`src/rtl/defines.sv`:
```
// rtl/defines.sv - shared constants and state type for the life controller
package defines;

  localparam int LIFE_INIT      = 3;
  localparam int LIFE_MAX       = 9;
  localparam int RESPAWN_FRAMES = 60;
  localparam int BLINK_FRAMES   = 8;

  typedef enum logic [1:0] {
    PLAY      = 2'd0,
    LOST_WAIT = 2'd1,
    RESPAWN   = 2'd2,
    GAME_OVER = 2'd3
  } life_state_t;

endpackage

```
`src/rtl/frame_timer.sv`:
```
// rtl/frame_timer.sv - saturating frame counter with terminal-count flag
module frame_timer #(
  parameter int TERMINAL = 60,
  parameter int W        = $clog2(TERMINAL + 1)
) (
  input  logic         clk,
  input  logic         reset,
  input  logic         clear,
  input  logic         tick,
  output logic [W-1:0] count,
  output logic         done
);

  // done flags the tick that will bring count up to TERMINAL
  assign done = tick && (count == W'(TERMINAL - 1));

  always_ff @(posedge clk) begin
    if (reset || clear) begin
      count <= '0;
    end else if (tick && (count != W'(TERMINAL))) begin
      count <= count + 1'b1;
    end
  end

endmodule

```
`src/rtl/life_ctrl.sv`:
```
// rtl/life_ctrl.sv - life counter FSM with respawn delay and indicator blink
module life_ctrl
  import defines::*;
#(
  parameter int LIFE_INIT      = defines::LIFE_INIT,
  parameter int LIFE_MAX       = defines::LIFE_MAX,
  parameter int RESPAWN_FRAMES = defines::RESPAWN_FRAMES,
  parameter int BLINK_FRAMES   = defines::BLINK_FRAMES
) (
  input  logic       clk,
  input  logic       reset,
  input  logic       startOfFrame,
  input  logic       ballLost,
  input  logic       bonusLife,
  input  logic       newGame,
  output logic [3:0] life,
  output logic       displayOn,
  output logic       respawn,
  output logic       gameOver
);

  localparam int CW = $clog2(RESPAWN_FRAMES + 1);
  localparam logic [3:0] LMAX  = 4'(LIFE_MAX);
  localparam logic [3:0] LINIT = 4'(LIFE_INIT);

  life_state_t   state;
  logic [CW-1:0] frameCnt;
  logic [CW-1:0] cnt_next;
  logic          tick;
  logic          clear;
  logic          done;
  logic [4:0]    sum_bonus;
  logic [4:0]    sum_net;
  logic [3:0]    play_life;
  logic [3:0]    inc_life;

  function automatic logic blink(input logic [CW-1:0] c);
    return ((int'(c) / BLINK_FRAMES) % 2) != 0;
  endfunction

  assign tick     = startOfFrame && (state == LOST_WAIT);
  assign clear    = newGame || (state != LOST_WAIT);
  assign cnt_next = tick ? frameCnt + 1'b1 : frameCnt;

  frame_timer #(
    .TERMINAL(RESPAWN_FRAMES),
    .W       (CW)
  ) u_timer (
    .clk  (clk),
    .reset(reset),
    .clear(clear),
    .tick (tick),
    .count(frameCnt),
    .done (done)
  );

  // Bonus is added before the loss is subtracted so a coincident pair at LIFE_MAX nets to zero
  assign sum_bonus = {1'b0, life} + {4'b0, bonusLife};
  assign sum_net   = (ballLost && (sum_bonus != 5'd0)) ? sum_bonus - 5'd1 : sum_bonus;
  assign play_life = (sum_net > 5'(LIFE_MAX)) ? LMAX : sum_net[3:0];
  assign inc_life  = (life >= LMAX) ? LMAX : life + 4'd1;

  always_ff @(posedge clk) begin
    if (reset || newGame) begin
      state     <= PLAY;
      life      <= LINIT;
      displayOn <= 1'b1;
      respawn   <= 1'b0;
      gameOver  <= 1'b0;
    end else begin
      respawn <= 1'b0;
      case (state)
        PLAY: begin
          life <= play_life;
          if (ballLost) begin
            if (play_life != 4'd0) begin
              state     <= LOST_WAIT;
              displayOn <= blink('0);
            end else begin
              state     <= GAME_OVER;
              gameOver  <= 1'b1;
              displayOn <= 1'b1;
            end
          end
        end
        LOST_WAIT: begin
          if (bonusLife) life <= inc_life;
          if (done) begin
            state     <= RESPAWN;
            respawn   <= 1'b1;
            displayOn <= 1'b1;
          end else begin
            displayOn <= blink(cnt_next);
          end
        end
        RESPAWN: begin
          state <= PLAY;
        end
        GAME_OVER: begin
          gameOver <= 1'b1;
        end
        default: begin
          state <= PLAY;
        end
      endcase
    end
  end

endmodule

```
`config.mk`:
```
export PLATFORM = sky130hd
export DESIGN_NAME = life_ctrl
export DESIGN_NICKNAME = d
export VERILOG_FILES = /design/src/rtl/defines.sv /design/src/rtl/frame_timer.sv /design/src/rtl/life_ctrl.sv
export SDC_FILE = /design/constraint.sdc
export NUM_CORES = 1
export LEC_CHECK = 0
export CORE_UTILIZATION = 35
export CTS_BUF_LIST = sky130_fd_sc_hd__clkbuf_8
export CTS_CLUSTER_DIAMETER = 120
export DETAILED_ROUTE_END_ITERATION = 6
export SLEW_MARGIN = 20
export SYNTH_ARGS = -nofsm -noshare
export SYNTH_HDL_FRONTEND = slang
export SYNTH_SLANG_ARGS = --single-unit
```
`constraint.sdc`:
```
create_clock -name clk -period 3.6 [get_ports clk]
set_clock_uncertainty 0.05 [all_clocks]
set_input_delay 0.36 -clock clk [delete_from_list [all_inputs] [get_ports clk]]
set_output_delay 0.36 -clock clk [all_outputs]
set_load 0.1 [all_outputs]
```
## Word level (Yosys, flattened, before mapping)

Index checks and enable logic that the tools add are counted.
W data, S select, Z words.

| word-level totals | value |
|---|---|
| bits in registers | 15 |
| input bits | 6 |
| output and inout bits | 7 |
| word-level logic and storage cells | 59 |

| operators by class | value |
|---|---|
| add/subtract/negate cells | 4 |
| $lt $le $gt $ge | 2 |
| eq/ne operators | 10 |
| muxes and demuxes | 18 |
| bitwise operators | 1 |
| reductions and logical operators | 18 |

Operators with widths:

| operator | count |
|---|---|
| $mux W4 | 4 |
| $ne A2 B2 Y1 const B | 4 |
| $pmux W4 S2 | 1 |
| $add A6 B1 Y6 const B | 1 |
| $eq A6 B6 Y1 const B | 1 |
| $mux W1 | 6 |
| $mux W2 | 3 |
| $ne A6 B6 Y1 const B | 1 |
| $pmux W2 S3 | 1 |
| $reduce_and A3 Y1 | 2 |
| $add A4 B1 Y5 | 1 |
| $gt A5 B4 Y1 const B | 1 |
| $mux W5 | 1 |
| $reduce_bool A5 Y1 | 1 |
| $sub A5 B1 Y5 const B | 1 |
| $add A4 B1 Y4 const B | 1 |
| $eq A2 B2 Y1 const B | 2 |
| $ge A4 B4 Y1 const B | 1 |
| $logic_and A1 B1 Y1 | 4 |
| $pmux W1 S2 | 2 |
| $reduce_and A2 Y1 | 2 |
| $reduce_bool A2 Y1 | 2 |
| $reduce_bool A4 Y1 | 1 |
| $logic_or A1 B1 Y1 | 3 |
| 6 further kinds | 6 |

## Longest topological paths before layout

| depth | value |
|---|---|
| word-level depth | 10 |
| mapped depth | 10 |

## Hierarchy

Synthesis repeated with hierarchy kept, for this count alone.

| second synthesis, totals | value |
|---|---|
| cell total of the unflattened synthesis | 163 |
| area total of the unflattened synthesis | 1,280.0 µm² |

Modules (own cells, without submodules):

| module | instances | cells an instance | area an instance (µm²) | sequential area each (µm²) |
|---|---|---|---|---|
| life_ctrl | 1 | 125 | 955.9 | 180.2 |
| frame_timer | 1 | 38 | 324.1 | 120.1 |

## Least setup slack after synthesis

OpenSTA, ideal clock, no wires.

| path | value |
|---|---|
| path type | reg-to-reg |
| start | register life[0] |
| end | register life[2] |
| arrival | 2,999 ps |
| data required time | 3,454 ps |
| setup slack | 456 ps |
| cell stages (with the launch flop) | 11 |
| buffers on the path | 0 |
| period minus slack after synthesis | 3,144 ps |
| path through | dfxtp_1 ha_1 ha_1 inv_1 ha_1 nand3_1 a21oi_1 o211ai_1 a32oi_1 nor2_1 o41ai_2 |

| on the way | value |
|---|---|
| longest elaborated chain between the ends | 7 |
| elaborated cells on any way between the ends | 12 |
| classes of those cells | add/sub: 3; order compare: 2; mux: 5; reduce/logical: 2 |

RTL lines:

| what | line | RTL |
|---|---|---|
| start: declaration | life_ctrl.sv:16 | `output logic [3:0] life,` |
| start signal: assignment | life_ctrl.sv:74 | `life <= play_life;` |
| start signal: assignment | life_ctrl.sv:87 | `if (bonusLife) life <= inc_life;` |
| parallel branches: the longest is 6 deep, another holds $add A4 B1 Y5 | - |  |
| $pmux W4 S2 (*) | life_ctrl.sv:72 | `case (state)` |

Every way passes the cells marked *. The select of a mux whose other input is x is not followed.
A chain may end at the register's enable or synchronous reset.

## Worst setup path after layout

| path | value |
|---|---|
| start | input port bonusLife |
| end | register life[2] |

| on the way | value |
|---|---|
| longest elaborated chain between the ends | 7 |
| elaborated cells on any way between the ends | 10 |
| classes of those cells | add/sub: 2; order compare: 1; eq/ne: 1; mux: 3; reduce/logical: 3 |

RTL lines:

| what | line | RTL |
|---|---|---|
| start: declaration | life_ctrl.sv:14 | `input logic bonusLife,` |
| parallel branches: the longest is 7 deep, another holds $add A4 B1 Y5 | - |  |

Several ways; the timed one is not identified.

==> impl_results.md <==
* Status: finished, final reports clean
* Die area at 3730 um2
* Post-Syn Nets at 169
* Synth cell count leaders: dfxtp_1, inv_1, nor2_1
* Clk buf depth at 2
* Die extent in x at ~61 um
* Initial core utilization at a little over a third
* CTS tree: built
* Vias at 1099
* Setup WS pre-CTS at between 0.4 and 0.5 ns
* Cell Count Post-Placement at around 210
* Most used DFF post-synth: dfxtp_1
* Post-route worst setup slack at ~0.72 ns
* Pwr dens at 412 nW/um2
* Period minus WS final at roughly 2.9 ns
* Synth-to-layout area growth at 16.5%
* Leading area contributor after synthesis: dfxtp_1
* EDFF count, synth at 0
* WHS at 0.459 ns
* Critical path startpoint category: primary input
* Fin util at a little over two fifths
* Die height at about 61 um
* R2R Path Start: life[0]
* Fin nets at 183
* Sequential share of the synthesized area at around a quarter
* Hold_buf cts at 0
* DRC viols at 0
* DRT antenna net count at 0
* PortBufs at 12
* Fmax at roughly 350 MHz
* Area contributors post-synth: dfxtp_1, ha_1, a21oi_1, inv_1, nor2_1
* WL final at 2600 um
* Initial DRC count at between 40 and 50
* Post-route insts no fill at 210
* End of the worst hold path: u_timer.count[1]
* Setup TNS at 0 ns
* Buffer and inverter count on the worst path at 2
* R2r worst-path depth at 10
* Worst slew margin at 35.1%
* Hold path cells at 2
* Reg clk slew, reported paths at around 0.060 ns
* RSZ-0062 raised after global routing: no
* Clk sink count at 15
* CP peak stage delay at about 0.43 ns
* Yosys warns at 0
* Initial antenna violation count at 0
* Post-synth ARST share at 0%
* Flop2flop setup slack at just over 0.8 ns
* I/O pin count at 13
* Cell area after layout at approximately 1400 um2
* Final Hold Viols at 0
* Average routed wire per standard cell at roughly 12 um
* DP Wirelength at between 2000 and 2500 um
* Total CTS buffers at 3
* Period utilization at between 80% and 90%
* Setup violators final at 0
* First-pass GRT wire length at about 4400 um
* Crit Reg-Reg Endpoint: life[2]
* Pin count of the biggest net entering global routing at 15
* Maximum vdd ir drop at approximately 0.00023 V
* Cell Area, Synth at roughly 1200 um2
* Cell family with most CP delay: compound AO/OA/AOI/OAI gates
* Max H-tree Level at 1
* CP required at ~3.7 ns
* Count leader, synth: dfxtp_1
* Leakage Power at 0.551 nW
* Worst path cell trace: clkdlybuf4s50_1 > ha_1 > ha_1 > inv_1 > ha_1 > nand3_1 > a21oi_1 > o211ai_1 > a32oi_1 > nor2_1 > o41ai_2
* Most frequent CP cell: ha_1
* Root buffer cell: clkbuf_8
* Syn_area_per_cell at slightly above 8 um2
* Yosys cell types at 44
* Gr usage total at between 10% and 20%
* Setup bufs post-CTS at 0
* Latest clock arrival within the worst-skew pair at ~0.24 ns
* Placed inst area at 1380 um2
* Post-synthesis register bit count at 15
* RePlAce Congestion at around 0.87
* Tightest Pin Transition at 0.970 ns
* Fin. max-slew vios at 0
* Slowest CP cell: clkdlybuf4s50_1
* CP Capture Type: flip-flop
* Critical Path AT at between 2 and 3 ns
* Vias in the first global route at 1016
* Cell Rows at 21
* Core Footprint at around 3300 um2
* Share of cells above drive strength 1 at 7.32%
* Total power draw at around 600 uW
* Kind of critical path: in2reg
* Hold path start: u_timer.count[1]
* Max_cap viols at 0
* Hold Path Class: reg2reg
* Cells after synthesis at 151
* Vias per inst at approximately 5.2
* Crit-path max FO at 5
* Post-synth top area share at around a quarter
* Global route overflow at 0
* Post_cts resized at 0
* DR pass1 iterations at 4
* Ant diodes at 0
[routing by layer]
layer,GRT usage (%),share of wire [%],up-vias
met2,26.9,49,16
met5,0,0,-
met4,5.19,0.81,0
met3,2.73,2.3,2
met1,19.9,48,515
li1,-,-,566
[cells in the final DEF, fill, tap and decap left out, drive strengths merged, types with 2 or more instances in the layout]
cell and n:
ha 12, clkbuf 3, dfxtp 15, a31oi 4
clkdlybuf4s50 12, a211oi 2, a221oi 2, and2 3
o21ai 5, o211ai 4, mux2i 3, a21oi 11
nor3 2, xnor2 4, a22oi 2, nand3 10
inv 15, nand4 3, and3 4, xor2 5
nand2b 2, nand2 13, nor2 14
[cell families after synthesis]
family          synth area share, %
simple gates                   23.6
mux                            2.46
fa+ha+maj                      12.3
xor+xnor                       7.68
flops                          24.6
buf+inv                        6.04
compound gates                 23.3
[report_power, final]
part | internal (mW) | switching [mW] | total, mW
combinational | 0.0929 | 0.172 | 0.265
clock | 0.0753 | 0.0546 | 0.130
sequential | 0.175 | 0.0176 | 0.192
[worst reg2reg max path, stage by stage (launching register included)]
cell	delay [ns]
dfxtp_1	0.48
ha_1	0.27
ha_1	0.30
inv_1	0.12
ha_1	0.24
nand3_1	0.15
a21oi_1	0.19
o211ai_1	0.10
a32oi_1	0.32
nor2_1	0.12
o41ai_2	0.34
[state kept, by name (all words and copies together), names as in the netlist]
name / cells
life: 4
u_timer.count: 6
gameOver: 1
displayOn: 1
state: 2
respawn: 1
[area by class of cell]
class	instances	area (um2)
Multi-Input combinational cell	119	848
Inverter	14	52.6
Clock inverter	1	3.75
Fill cell	356	1910
Timing Repair Buffer	12	120
Sequential cell	15	300
Tap cell	46	57.6
Clock buffer	3	41.3
[worst max path at each step]
| stage | start | endpoint | cells after the start |
|---|---|---|---|
| global route | bonusLife | life[1] | 11 |
| CTS | bonusLife | life[2] | 11 |
| finish | bonusLife | life[2] | 11 |
| detailed placement | bonusLife | life[2] | 11 |
| floorplan | life[0] | life[2] | 10 |
| global placement | bonusLife | life[2] | 11 |
Note: power is estimated with default switching activity, not from simulation.
